$ cat config.mk
export PLATFORM = sky130hd
export DESIGN_NAME = trng_entropy_buffer
export DESIGN_NICKNAME = d
export VERILOG_FILES = /design/src/rtl/trng_pkg.sv /design/src/rtl/trng_sync_fifo.sv /design/src/rtl/trng_entropy_buffer.sv
export SDC_FILE = /design/constraint.sdc
export NUM_CORES = 1
export LEC_CHECK = 0
export CAP_MARGIN = 5
export CORE_ASPECT_RATIO = 0.5
export CORE_MARGIN = 2
export CORE_UTILIZATION = 61
export CTS_BUF_LIST = sky130_fd_sc_hd__clkbuf_8
export CTS_CLUSTER_SIZE = 40
export DETAILED_ROUTE_END_ITERATION = 10
export GPL_TIMING_DRIVEN = 0
export PLACE_DENSITY = 0.92
export SLEW_MARGIN = 20
export SYNTH_ARGS = -nofsm -noshare
export SYNTH_HDL_FRONTEND = slang
export SYNTH_SLANG_ARGS = --single-unit
$ cat constraint.sdc
create_clock -name clk_i -period 22.9 [get_ports clk_i]
set_clock_uncertainty 0.15 [all_clocks]
set_input_delay 4.58 -clock clk_i [delete_from_list [all_inputs] [get_ports clk_i]]
set_output_delay 4.58 -clock clk_i [all_outputs]
set_load 0.1 [all_outputs]
$ cat src/rtl/trng_pkg.sv
// -----------------------------------------------------------------------------
// trng_pkg
// Shared types and default sizing for the TRNG entropy buffer.
//   trng_buf_state_e : collection FSM states (IDLE, FILL, FAIL)
//   TRNG_*           : default parameter values used by trng_entropy_buffer
//   trng_lvl_w()     : width needed to hold an occupancy of 0..depth
// -----------------------------------------------------------------------------
package trng_pkg;

  localparam int TRNG_N_CH  = 8;
  localparam int TRNG_KEY_W = 32;
  localparam int TRNG_DEPTH = 4;
  localparam int TRNG_RCT_W = 6;

  typedef enum logic [1:0] {
    IDLE = 2'd0,
    FILL = 2'd1,
    FAIL = 2'd2
  } trng_buf_state_e;

  function automatic int trng_lvl_w(input int depth);
    return $clog2(depth + 1);
  endfunction

endpackage

$ cat src/rtl/trng_sync_fifo.sv
// -----------------------------------------------------------------------------
// trng_sync_fifo
// Single-clock first-word-fall-through FIFO. The head word is visible on
// data_o whenever empty_o is low; pop_i consumes it. A push into a full FIFO
// is accepted only when a pop happens in the same cycle, otherwise the word
// is dropped (the caller detects that case from full_o).
//
// Ports:
//   clk_i    in   clock
//   rst_i    in   synchronous active-high reset (empties the FIFO)
//   push_i   in   write data_i this cycle
//   data_i   in   WIDTH   word to write
//   pop_i    in   consume the head word (ignored while empty)
//   data_o   out  WIDTH   head word, 0 while empty
//   level_o  out  LVL_W   occupancy 0..DEPTH
//   full_o   out  occupancy == DEPTH
//   empty_o  out  occupancy == 0
// -----------------------------------------------------------------------------
module trng_sync_fifo #(
  parameter int WIDTH = 32,
  parameter int DEPTH = 4,
  parameter int LVL_W = $clog2(DEPTH + 1)
) (
  input  logic             clk_i,
  input  logic             rst_i,
  input  logic             push_i,
  input  logic [WIDTH-1:0] data_i,
  input  logic             pop_i,
  output logic [WIDTH-1:0] data_o,
  output logic [LVL_W-1:0] level_o,
  output logic             full_o,
  output logic             empty_o
);

  // DEPTH is a power of two, so the pointers wrap modulo DEPTH on overflow.
  localparam int AW = $clog2(DEPTH);

  logic [WIDTH-1:0] mem [DEPTH];
  logic [AW-1:0]    wr_ptr;
  logic [AW-1:0]    rd_ptr;
  logic [LVL_W-1:0] level;
  logic             pop_en;
  logic             push_en;

  assign empty_o = (level == '0);
  assign full_o  = (level == LVL_W'(DEPTH));
  assign level_o = level;

  assign pop_en  = pop_i & ~empty_o;
  // A full FIFO still takes a push when the head leaves in the same cycle.
  assign push_en = push_i & (~full_o | pop_en);

  // NOTE: sequential state uses non-blocking (<=) assignments so every
  // register samples the pre-edge values regardless of statement order.
  always_ff @(posedge clk_i) begin
    if (rst_i) begin
      wr_ptr <= '0;
      rd_ptr <= '0;
      level  <= '0;
    end else begin
      if (push_en) wr_ptr <= wr_ptr + AW'(1);
      if (pop_en)  rd_ptr <= rd_ptr + AW'(1);
      case ({push_en, pop_en})
        2'b10:   level <= level + LVL_W'(1);
        2'b01:   level <= level - LVL_W'(1);
        default: level <= level;
      endcase
    end
  end

  // NOTE: the storage array has no reset; validity is tracked by the
  // pointers/level, and leaving it unreset lets it map onto plain RAM.
  always_ff @(posedge clk_i) begin
    if (push_en) mem[wr_ptr] <= data_i;
  end

  // Gate the head with empty so key_o reads 0 out of reset and after a drain.
  assign data_o = empty_o ? '0 : mem[rd_ptr];

endmodule

$ cat src/rtl/trng_entropy_buffer.sv
// -----------------------------------------------------------------------------
// trng_entropy_buffer
// Collects ring-oscillator samples, optionally XOR-folds each sample to one
// bit, runs a repetition-count health test over the emitted bit stream, packs
// the bits LSB-first into KEY_W-bit keys and queues them in an FWFT FIFO.
//
// Ports:
//   clk_i          in   clock
//   rst_i          in   synchronous active-high reset
//   enable_i       in   run entropy collection (IDLE <-> FILL)
//   cond_en_i      in   1: fold N_CH bits to 1 per sample; 0: N_CH raw bits
//   ro_bits_i      in   N_CH  sampled RO outputs
//   ro_valid_i     in   ro_bits_i valid this cycle
//   rct_cutoff_i   in   RCT_W repetition cutoff, 0 disables the test
//   irq_thresh_i   in   LVL_W level interrupt threshold, 0 disables it
//   clr_i          in   clear sticky flags, leave FAIL
//   key_o          out  KEY_W FIFO head
//   key_ready_o    out  FIFO not empty
//   key_ack_i      in   pop the head
//   level_o        out  LVL_W FIFO occupancy
//   health_fail_o  out  sticky repetition-count failure
//   overflow_o     out  sticky dropped-key flag
//   trng_intr_o    out  registered interrupt
//
// KEY_W must be a multiple of N_CH and larger than N_CH.
// -----------------------------------------------------------------------------
module trng_entropy_buffer
  import trng_pkg::*;
#(
  parameter int N_CH  = TRNG_N_CH,
  parameter int KEY_W = TRNG_KEY_W,
  parameter int DEPTH = TRNG_DEPTH,
  parameter int RCT_W = TRNG_RCT_W,
  parameter int LVL_W = $clog2(DEPTH + 1)
) (
  input  logic             clk_i,
  input  logic             rst_i,
  input  logic             enable_i,
  input  logic             cond_en_i,
  input  logic [N_CH-1:0]  ro_bits_i,
  input  logic             ro_valid_i,
  input  logic [RCT_W-1:0] rct_cutoff_i,
  input  logic [LVL_W-1:0] irq_thresh_i,
  input  logic             clr_i,
  output logic [KEY_W-1:0] key_o,
  output logic             key_ready_o,
  input  logic             key_ack_i,
  output logic [LVL_W-1:0] level_o,
  output logic             health_fail_o,
  output logic             overflow_o,
  output logic             trng_intr_o
);

  // Bit counter must hold count + one raw sample before the word-done compare.
  localparam int CNT_W = $clog2(KEY_W + N_CH + 1);

  trng_buf_state_e  state;
  trng_buf_state_e  state_next;

  logic [KEY_W-1:0] shreg;
  logic [KEY_W-1:0] shreg_shifted;
  logic [CNT_W-1:0] bit_cnt;
  logic [CNT_W-1:0] bit_step;
  logic [CNT_W-1:0] bit_sum;
  logic             word_done;

  logic [RCT_W-1:0] rct_cnt;
  logic             rct_last;
  logic [RCT_W-1:0] rct_run;
  logic             rct_tail;
  logic             rct_trip;

  logic             fold_bit;
  logic             sample_en;
  logic             rct_hit;
  logic             accept;
  logic             leave_fill;

  logic             fifo_push;
  logic             fifo_pop;
  logic             fifo_full;
  logic             fifo_empty;
  logic             fifo_drop;

  // ---------------------------------------------------------------------------
  // Collection FSM
  // ---------------------------------------------------------------------------
  always_ff @(posedge clk_i) begin
    if (rst_i) state <= IDLE;
    else       state <= state_next;
  end

  // NOTE: combinational blocks assign every output a default first, so no
  // path leaves a value unassigned and no latch is inferred.
  always_comb begin
    state_next = state;
    case (state)
      IDLE:    if (enable_i) state_next = FILL;
      FILL: begin
        if (rct_hit)        state_next = FAIL;
        else if (!enable_i) state_next = IDLE;
      end
      FAIL:    if (clr_i) state_next = IDLE;
      default: state_next = IDLE;
    endcase
  end

  assign sample_en  = (state == FILL) & ro_valid_i;
  assign leave_fill = (state == FILL) & (state_next != FILL);

  // ---------------------------------------------------------------------------
  // Conditioning and repetition-count test
  // ---------------------------------------------------------------------------
  assign fold_bit = ^ro_bits_i;

  // Walk the emitted bits of this sample in stream order (bit 0 first) so a
  // run that crosses samples, or sits inside one raw sample, is counted
  // exactly as a serial tester would count it. A zero count means no bit has
  // been seen since the last clear, so the next bit starts a run at 1.
  always_comb begin
    logic b;
    rct_run  = rct_cnt;
    rct_tail = rct_last;
    rct_trip = 1'b0;
    for (int i = 0; i < N_CH; i++) begin
      if (i == 0 || !cond_en_i) begin
        b = cond_en_i ? fold_bit : ro_bits_i[i];
        if (rct_run == '0 || b != rct_tail) rct_run = RCT_W'(1);
        else if (rct_run != '1)             rct_run = rct_run + RCT_W'(1);
        rct_tail = b;
        if (rct_cutoff_i != '0 && rct_run == rct_cutoff_i) rct_trip = 1'b1;
      end
    end
  end

  assign rct_hit = sample_en & rct_trip;
  // A failing sample is discarded entirely: no packing, no push.
  assign accept  = sample_en & ~rct_hit;

  // ---------------------------------------------------------------------------
  // Packer: bits enter at the top and shift down, so after KEY_W bits the
  // first one sits in bit 0. In raw mode ro_bits_i[0] ends up lowest.
  // ---------------------------------------------------------------------------
  assign shreg_shifted = cond_en_i ? {fold_bit, shreg[KEY_W-1:1]}
                                   : {ro_bits_i, shreg[KEY_W-1:N_CH]};
  assign bit_step  = cond_en_i ? CNT_W'(1) : CNT_W'(N_CH);
  assign bit_sum   = bit_cnt + bit_step;
  // '>=' rather than '==' so a mid-word mode change still completes a word.
  assign word_done = (bit_sum >= CNT_W'(KEY_W));

  assign fifo_push = accept & word_done;
  assign fifo_pop  = key_ack_i & key_ready_o;
  assign fifo_drop = fifo_push & fifo_full & ~fifo_pop;

  always_ff @(posedge clk_i) begin
    if (rst_i) begin
      shreg    <= '0;
      bit_cnt  <= '0;
      rct_cnt  <= '0;
      rct_last <= 1'b0;
    end else begin
      if (accept) begin
        shreg    <= shreg_shifted;
        bit_cnt  <= word_done ? '0 : bit_sum;
        rct_cnt  <= rct_run;
        rct_last <= rct_tail;
      end
      // Leaving FILL (to IDLE or FAIL) abandons the partial word and the run.
      if (leave_fill) begin
        bit_cnt <= '0;
        rct_cnt <= '0;
      end
    end
  end

  // ---------------------------------------------------------------------------
  // Sticky flags and interrupt; a new event beats a coincident clear.
  // ---------------------------------------------------------------------------
  always_ff @(posedge clk_i) begin
    if (rst_i) begin
      health_fail_o <= 1'b0;
      overflow_o    <= 1'b0;
      trng_intr_o   <= 1'b0;
    end else begin
      health_fail_o <= rct_hit   | (health_fail_o & ~clr_i);
      overflow_o    <= fifo_drop | (overflow_o & ~clr_i);
      trng_intr_o   <= ((irq_thresh_i != '0) && (level_o >= irq_thresh_i))
                       | health_fail_o | overflow_o;
    end
  end

  // ---------------------------------------------------------------------------
  // Key FIFO
  // ---------------------------------------------------------------------------
  trng_sync_fifo #(
    .WIDTH (KEY_W),
    .DEPTH (DEPTH),
    .LVL_W (LVL_W)
  ) u_fifo (
    .clk_i   (clk_i),
    .rst_i   (rst_i),
    .push_i  (fifo_push),
    .data_i  (shreg_shifted),
    .pop_i   (fifo_pop),
    .data_o  (key_o),
    .level_o (level_o),
    .full_o  (fifo_full),
    .empty_o (fifo_empty)
  );

  assign key_ready_o = ~fifo_empty;

endmodule

# Word-level counts from Yosys, hierarchy flattened
# Memories as Yosys holds them, arrays and structs flattened. A register that Yosys moved wholly into a read port is not among the register bits.
# Index checks and enable logic that the tools add are counted.
# totals
register_bits	57
ramBits	128
elab_cells	185
memories	1
# classes
n_addsub	13
magnitude_cmp	2
eq_ne	30
n_mux	74
n_bitwise	22
reduce_logical	32
# memory_table
memory	depth	width	read_ports	rd_clocked_by_memory_dff	wr	line_no	source
u_fifo.mem	4	32	1	1	1	trng_sync_fifo.sv:38	logic [WIDTH-1:0] mem [DEPTH];
# op_table
cell	n
6-bit two-way mux	31
32-bit two-way mux	2
6-bit by 1-bit adder with 6-bit output, second input constant	8
6-bit equality test	8
6-bit zero test	8
6-bit != test, second input constant	8
1-bit two-way mux	32
1-bit bitwise AND	12
2-bit two-way mux	6
1-bit logical AND	9
1-bit logical OR	8
1-bit != test	8
8-bit XOR reduction	1
6-bit by 4-bit adder with 6-bit output	1
6-bit >= comparator, second input constant	1
2-bit one-hot mux with 3 select lines	1
3-bit one-hot mux with 2 select lines	1
6-bit nonzero test	1
1-bit inverter	5
1-bit bitwise OR	5
2-bit by 1-bit adder with 2-bit output, second input constant	2
2-bit by 1-bit equality test with 1-bit output, second input constant	2
2-bit equality test, second input constant	2
4-bit two-way mux	1
other kinds (10)	10

# Longest topological paths before layout
# logic_depth
ltp_word	50
depth_mapped	62
mapped_depth_nobuf	57

# By module
# Synthesis repeated with hierarchy kept, for this count alone.
# unflattened
cells_unflattened	1241
hier_area_um2	12494.5
# modules_own_cells
mod	instances	cells_per_inst	area_each_um2	seq_area_each_um2
trng_entropy_buffer	1	971	7074.3	980.9
trng_sync_fifo	1	270	5420.2	4023.9

# Least setup slack after synthesis
# OpenSTA, ideal clock, no wires.
# synth_path
path_type	input to register
from	input port ro_bits_i[3]
to	register u_fifo.level[2] (netlist: u_fifo.level_o[2])
arrival_ps	16703
path_slack_ps	5977
cell_stages	60
path_buffers	5
path_cell_list	xnor2_1 -> xnor3_2 -> a2111oi_0 -> nor2_1 -> inv_1 -> ha_1 -> inv_1 -> a21oi_1 -> o211ai_1 -> a21oi_1 -> a211oi_1 -> o21ai_0 -> ha_1 -> clkbuf_1 -> inv_1 -> nor3_4 -> xnor2_1 -> o21ai_0 -> [24 not listed] -> o311a_1 -> buf_4 -> ha_1 -> inv_1 -> a21oi_1 -> nor4bb_1 -> or4_1 -> a221oi_1 -> nor4b_2 -> buf_2 -> a21oi_1 -> inv_1 -> ha_1 -> inv_1 -> fa_1 -> xor2_1 -> or3_1 -> a21oi_1
# synth_between
elab_chain_len	50
elab_cells_between_ends	120
cone_classes	7 x add/sub; 25 x eq/ne; 58 x mux; 5 x bitwise; 25 x reduce/logical
# synth_lines
item	line_no	source
start, declared	trng_entropy_buffer.sv:40	input logic [N_CH-1:0] ro_bits_i,
8-bit XOR reduction	trng_entropy_buffer.sv:114	assign fold_bit = ^ro_bits_i;
1-bit two-way mux	trng_entropy_buffer.sv:127	b = cond_en_i ? fold_bit : ro_bits_i[i];
1-bit != test	trng_entropy_buffer.sv:128	if (rct_run == '0 || b != rct_tail) rct_run = RCT_W'(1);
1-bit logical OR	trng_entropy_buffer.sv:128	
6-bit two-way mux	trng_entropy_buffer.sv:128	
6-bit by 1-bit adder with 6-bit output, or another cell as far along	trng_entropy_buffer.sv:129	else if (rct_run != '1) rct_run = rct_run + RCT_W'(1);
6-bit two-way mux or 1-bit logical OR (tied branches)	trng_entropy_buffer.sv:129, trng_entropy_buffer.sv:128	
6-bit two-way mux	trng_entropy_buffer.sv:128	
[34 not listed]	-	
1-bit two-way mux (*)	trng_entropy_buffer.sv:126	if (i == 0 || !cond_en_i) begin
1-bit bitwise AND (*)	trng_entropy_buffer.sv:136	assign rct_hit = sample_en & rct_trip;
1-bit inverter (*)	trng_entropy_buffer.sv:138	assign accept = sample_en & ~rct_hit;
1-bit bitwise AND (*)	trng_entropy_buffer.sv:138	
1-bit bitwise AND (*)	trng_entropy_buffer.sv:151	assign fifo_push = accept & word_done;
1-bit bitwise AND (*)	trng_sync_fifo.sv:51	assign push_en = push_i & (~full_o | pop_en);
2-bit by 1-bit equality test with 1-bit output or 2-bit equality test (tied branches)	trng_sync_fifo.sv:63	case ({push_en, pop_en})
3-bit one-hot mux with 2 select lines or 2-bit nonzero test (tied branches)	-	
end signal, assigned	trng_sync_fifo.sv:64	2'b10: level <= level + LVL_W'(1);
end signal, assigned	trng_sync_fifo.sv:65	2'b01: level <= level - LVL_W'(1);
end signal, assigned	trng_sync_fifo.sv:66	default: level <= level;
end, declared	trng_sync_fifo.sv:41	logic [LVL_W-1:0] level;
# Every way passes the cells marked *; elsewhere a longest branch is shown, timed or not. The select of a mux whose other input is x is not followed.
# A chain may end at the register's enable or synchronous reset.

# Final worst setup path
# layout_path
from	input port ro_bits_i[4]
to	register u_fifo.level[2] (netlist: u_fifo.level_o[2])
# Same word-level chain as after synthesis.

==> results.json <==
{
  "drive_above_1_share_pct": 13.5,
  "post_drt_wl_per_cell_um": 24.9,
  "cp.arrival_ns": 20.49,
  "num_antenna_cells": 0,
  "drtPass1Iterations": 6,
  "grt.overflow.total": 0,
  "nFillCells": 1428,
  "numCtsBuffers": 17,
  "hold_viol": 0,
  "critPathMaxFanout": 10,
  "cts_resized": 0,
  "vias": 11940,
  "reg2reg_to": "u_fifo.level_o[2]",
  "hpwl_um": 28700,
  "ant_nets": 0,
  "crit_path_top_delay_cell": "clkdlybuf4s50_1",
  "utilization_pct": 69.2,
  "start_kind": "primary input",
  "die_height_um": 106,
  "clock-sinks": 186,
  "avgSynthCellArea_um2": 9.98,
  "fin_area_mm2": 0.0142,
  "reg2reg_depth": 61,
  "fin_crit_sh_pct": 88.4,
  "synth_top_area_share_pct": 30.1,
  "layout_setup_ws_ns": 2.65,
  "grt_max_degree": 19,
  "clockBufferDepth": 2,
  "synth.area.top_cells": "edfxtp_1 30%, dfxtp_1 9.1%, mux4_2 5.6%",
  "dieArea_mm2": 0.0222,
  "clkLatencyLatePin_ns": 0.48,
  "maxSlewViolCount": 0,
  "fin_hold_ws_ns": 0.340,
  "synth.distinct_cells": 122,
  "routabilityCongestion": 1.00,
  "via_per_inst": 7.26,
  "yosysTopAreaCell": "edfxtp_1",
  "fmax_mhz": 49.4,
  "root_buffer": "clkbuf_8",
  "initial_utilization_pct": 62.1,
  "synthToLayoutAreaGrowth_pct": 11.4,
  "fp-row-count": 37,
  "peakVddDrop_mv": 0.0477,
  "synth_edf_count": 128,
  "htree_levels": 4,
  "hp-class": "flip-flop to flip-flop",
  "dr.first_iter.drc_count": 1457,
  "synthArstFlopShare_pct": 0,
  "remaining_drc_errors": 0,
  "grt_usage_pct": 37.0,
  "cp_slowest_stage_delay_ns": 0.66,
  "regToRegSetupSlack_ns": 6.65,
  "antenna_found_initial": 1,
  "ys_seq_area_share_pct": 39.2,
  "r2r-start": "rct_cnt[1]",
  "synth_area_mm2": 0.0128,
  "power_density_mw_per_mm2": 52.7,
  "slew_headroom_pct": 26.6,
  "drv_cap": 0,
  "critPathKind": "primary input to flip-flop",
  "fp.dieW_um": 209,
  "holdPathEnd": "shreg[7]",
  "finalWirelength_um": 41000,
  "holdBufCountCts": 0,
  "synth_most_common_cell": "edfxtp_1",
  "yosys_warnings": 0,
  "synth_seq_cells": 186,
  "cp.required_ns": 23.14,
  "worstMarginPinSlew_ns": 1.09,
  "cts_tree": "built",
  "synth_flop_cell": "edfxtp_1",
  "cts_setup_buffers": 0,
  "core_area_mm2": 0.0206,
  "setup_violations": 0,
  "nets": 1405,
  "power.leakage_nw": 4.69,
  "status": "complete, no violations",
  "end_kind": "flip-flop",
  "place_ws_ns": 2.64,
  "grt_pass1_vias": 11674,
  "dpl_cell_area_mm2": 0.0138,
  "tns_ns": 0,
  "post-route-min-period_ns": 20.25,
  "rsz0062_at_grt": "false",
  "port_buffers": 57,
  "syn_inst": 1279,
  "clk_pin_slew_worst_paths_ns": 0.09,
  "grt_pass1_wl_um": 63500,
  "hold_start": "shreg[7]",
  "worstHoldPathCells": 2,
  "boundaryPins": 63,
  "synth_nets": 1325,
  "synthTopCellsByCount": "128 x edfxtp_1, 104 x nor2_1, 93 x nand2_1, 81 x a21oi_1, 67 x o21ai_0"
}
## logic make-up (layout without fill, tap and decap cells)
logic type | count (synthesis) | count (layout) | synth area share, %
buffers and inverters | 137 | 230 | 4.38
muxes | 65 | 65 | 8.41
adders and majority gates | 22 | 22 | 2.21
AOI/OAI and AO/OA | 402 | 402 | 24.3
DFF | 186 | 186 | 39.2
and+or+nand+nor | 410 | 410 | 17.1
xor gates and xnor gates | 57 | 57 | 4.37
## layout by cell type (no fill, tap or decap), drive strengths merged, types with 52 or more instances in the layout
| master | instances |
|---|---|
| and2 | 52 |
| inv | 69 |
| edfxtp | 128 |
| o21ai | 79 |
| nand2 | 93 |
| dfxtp | 58 |
| a21oi | 85 |
| clkdlybuf4s50 | 57 |
| nor2 | 105 |
| clkbuf | 67 |
## power breakdown
group	internal, mW	switching [mW]	total (mW)	leakage [nW]
clock network	0.116	0.114	0.230	0.217
logic	0.0487	0.103	0.152	2.83
registers	0.364	0.00377	0.368	1.65
total	0.529	0.220	0.749	4.69
## worst max path at each step
| stage | slack [ns] | from | to |
|---|---|---|---|
| floorplan | 5.98 | ro_bits_i[3] | u_fifo.level_o[2] |
| global placement | 2.62 | ro_bits_i[4] | u_fifo.mem[0][15] |
| detailed placement | 2.64 | ro_bits_i[4] | u_fifo.level_o[2] |
| CTS | 2.98 | ro_bits_i[4] | u_fifo.level_o[2] |
| global route | 1.65 | ro_bits_i[4] | u_fifo.level_o[2] |
| finish | 2.65 | ro_bits_i[4] | u_fifo.level_o[2] |
## cell type report
type	instances	area, um2	area share (%)
clock buffer	20	275	1.94
buffer	70	308	2.16
multi-input combinational	956	7210	50.7
sequential	186	5000	35.2
clock inverter	12	148	1.04
inverter	67	251	1.77
tap	273	342	2.40
timing repair buffer	61	681	4.79
## worst max-delay path: cells and delay by family
| family | cells | cell delay [ns] |
|---|---|---|
| and+or+nand+nor | 13 | 3.77 |
| AOI/OAI and AO/OA | 18 | 4.44 |
| xor gates and xnor gates | 5 | 1.81 |
| muxes | 1 | 0.45 |
| buffers and inverters | 14 | 2.77 |
| adders and majority gates | 9 | 2.61 |
## sequential cells by signal (all words and copies together) (netlist names), 2 cells and up, named ones only
register        flops
shreg              31
u_fifo.rd_ptr       2
u_fifo.wr_ptr       2
u_fifo.mem        128
bit_cnt             6
state               2
rct_cnt             6
u_fifo.level_o      3
## metrics by stage
stage	instances	power, mW
after floorplan	1279	0.479
after global placement	1609	0.512
after detailed placement	1613	0.518
after CTS	1645	0.741
after global routing	1645	0.768
final	1645	0.749
## layer usage
layer / vias up / part of all wire (%) / global-route usage [%]
li1: 5097 / - / -
met2: 927 / 47 / 61.7
met5: - / 0 / 0
met1: 5685 / 37 / 45.5
met4: 0 / 5.9 / 20.7
met3: 231 / 11 / 7.50
(Power assumes the default switching activity.)
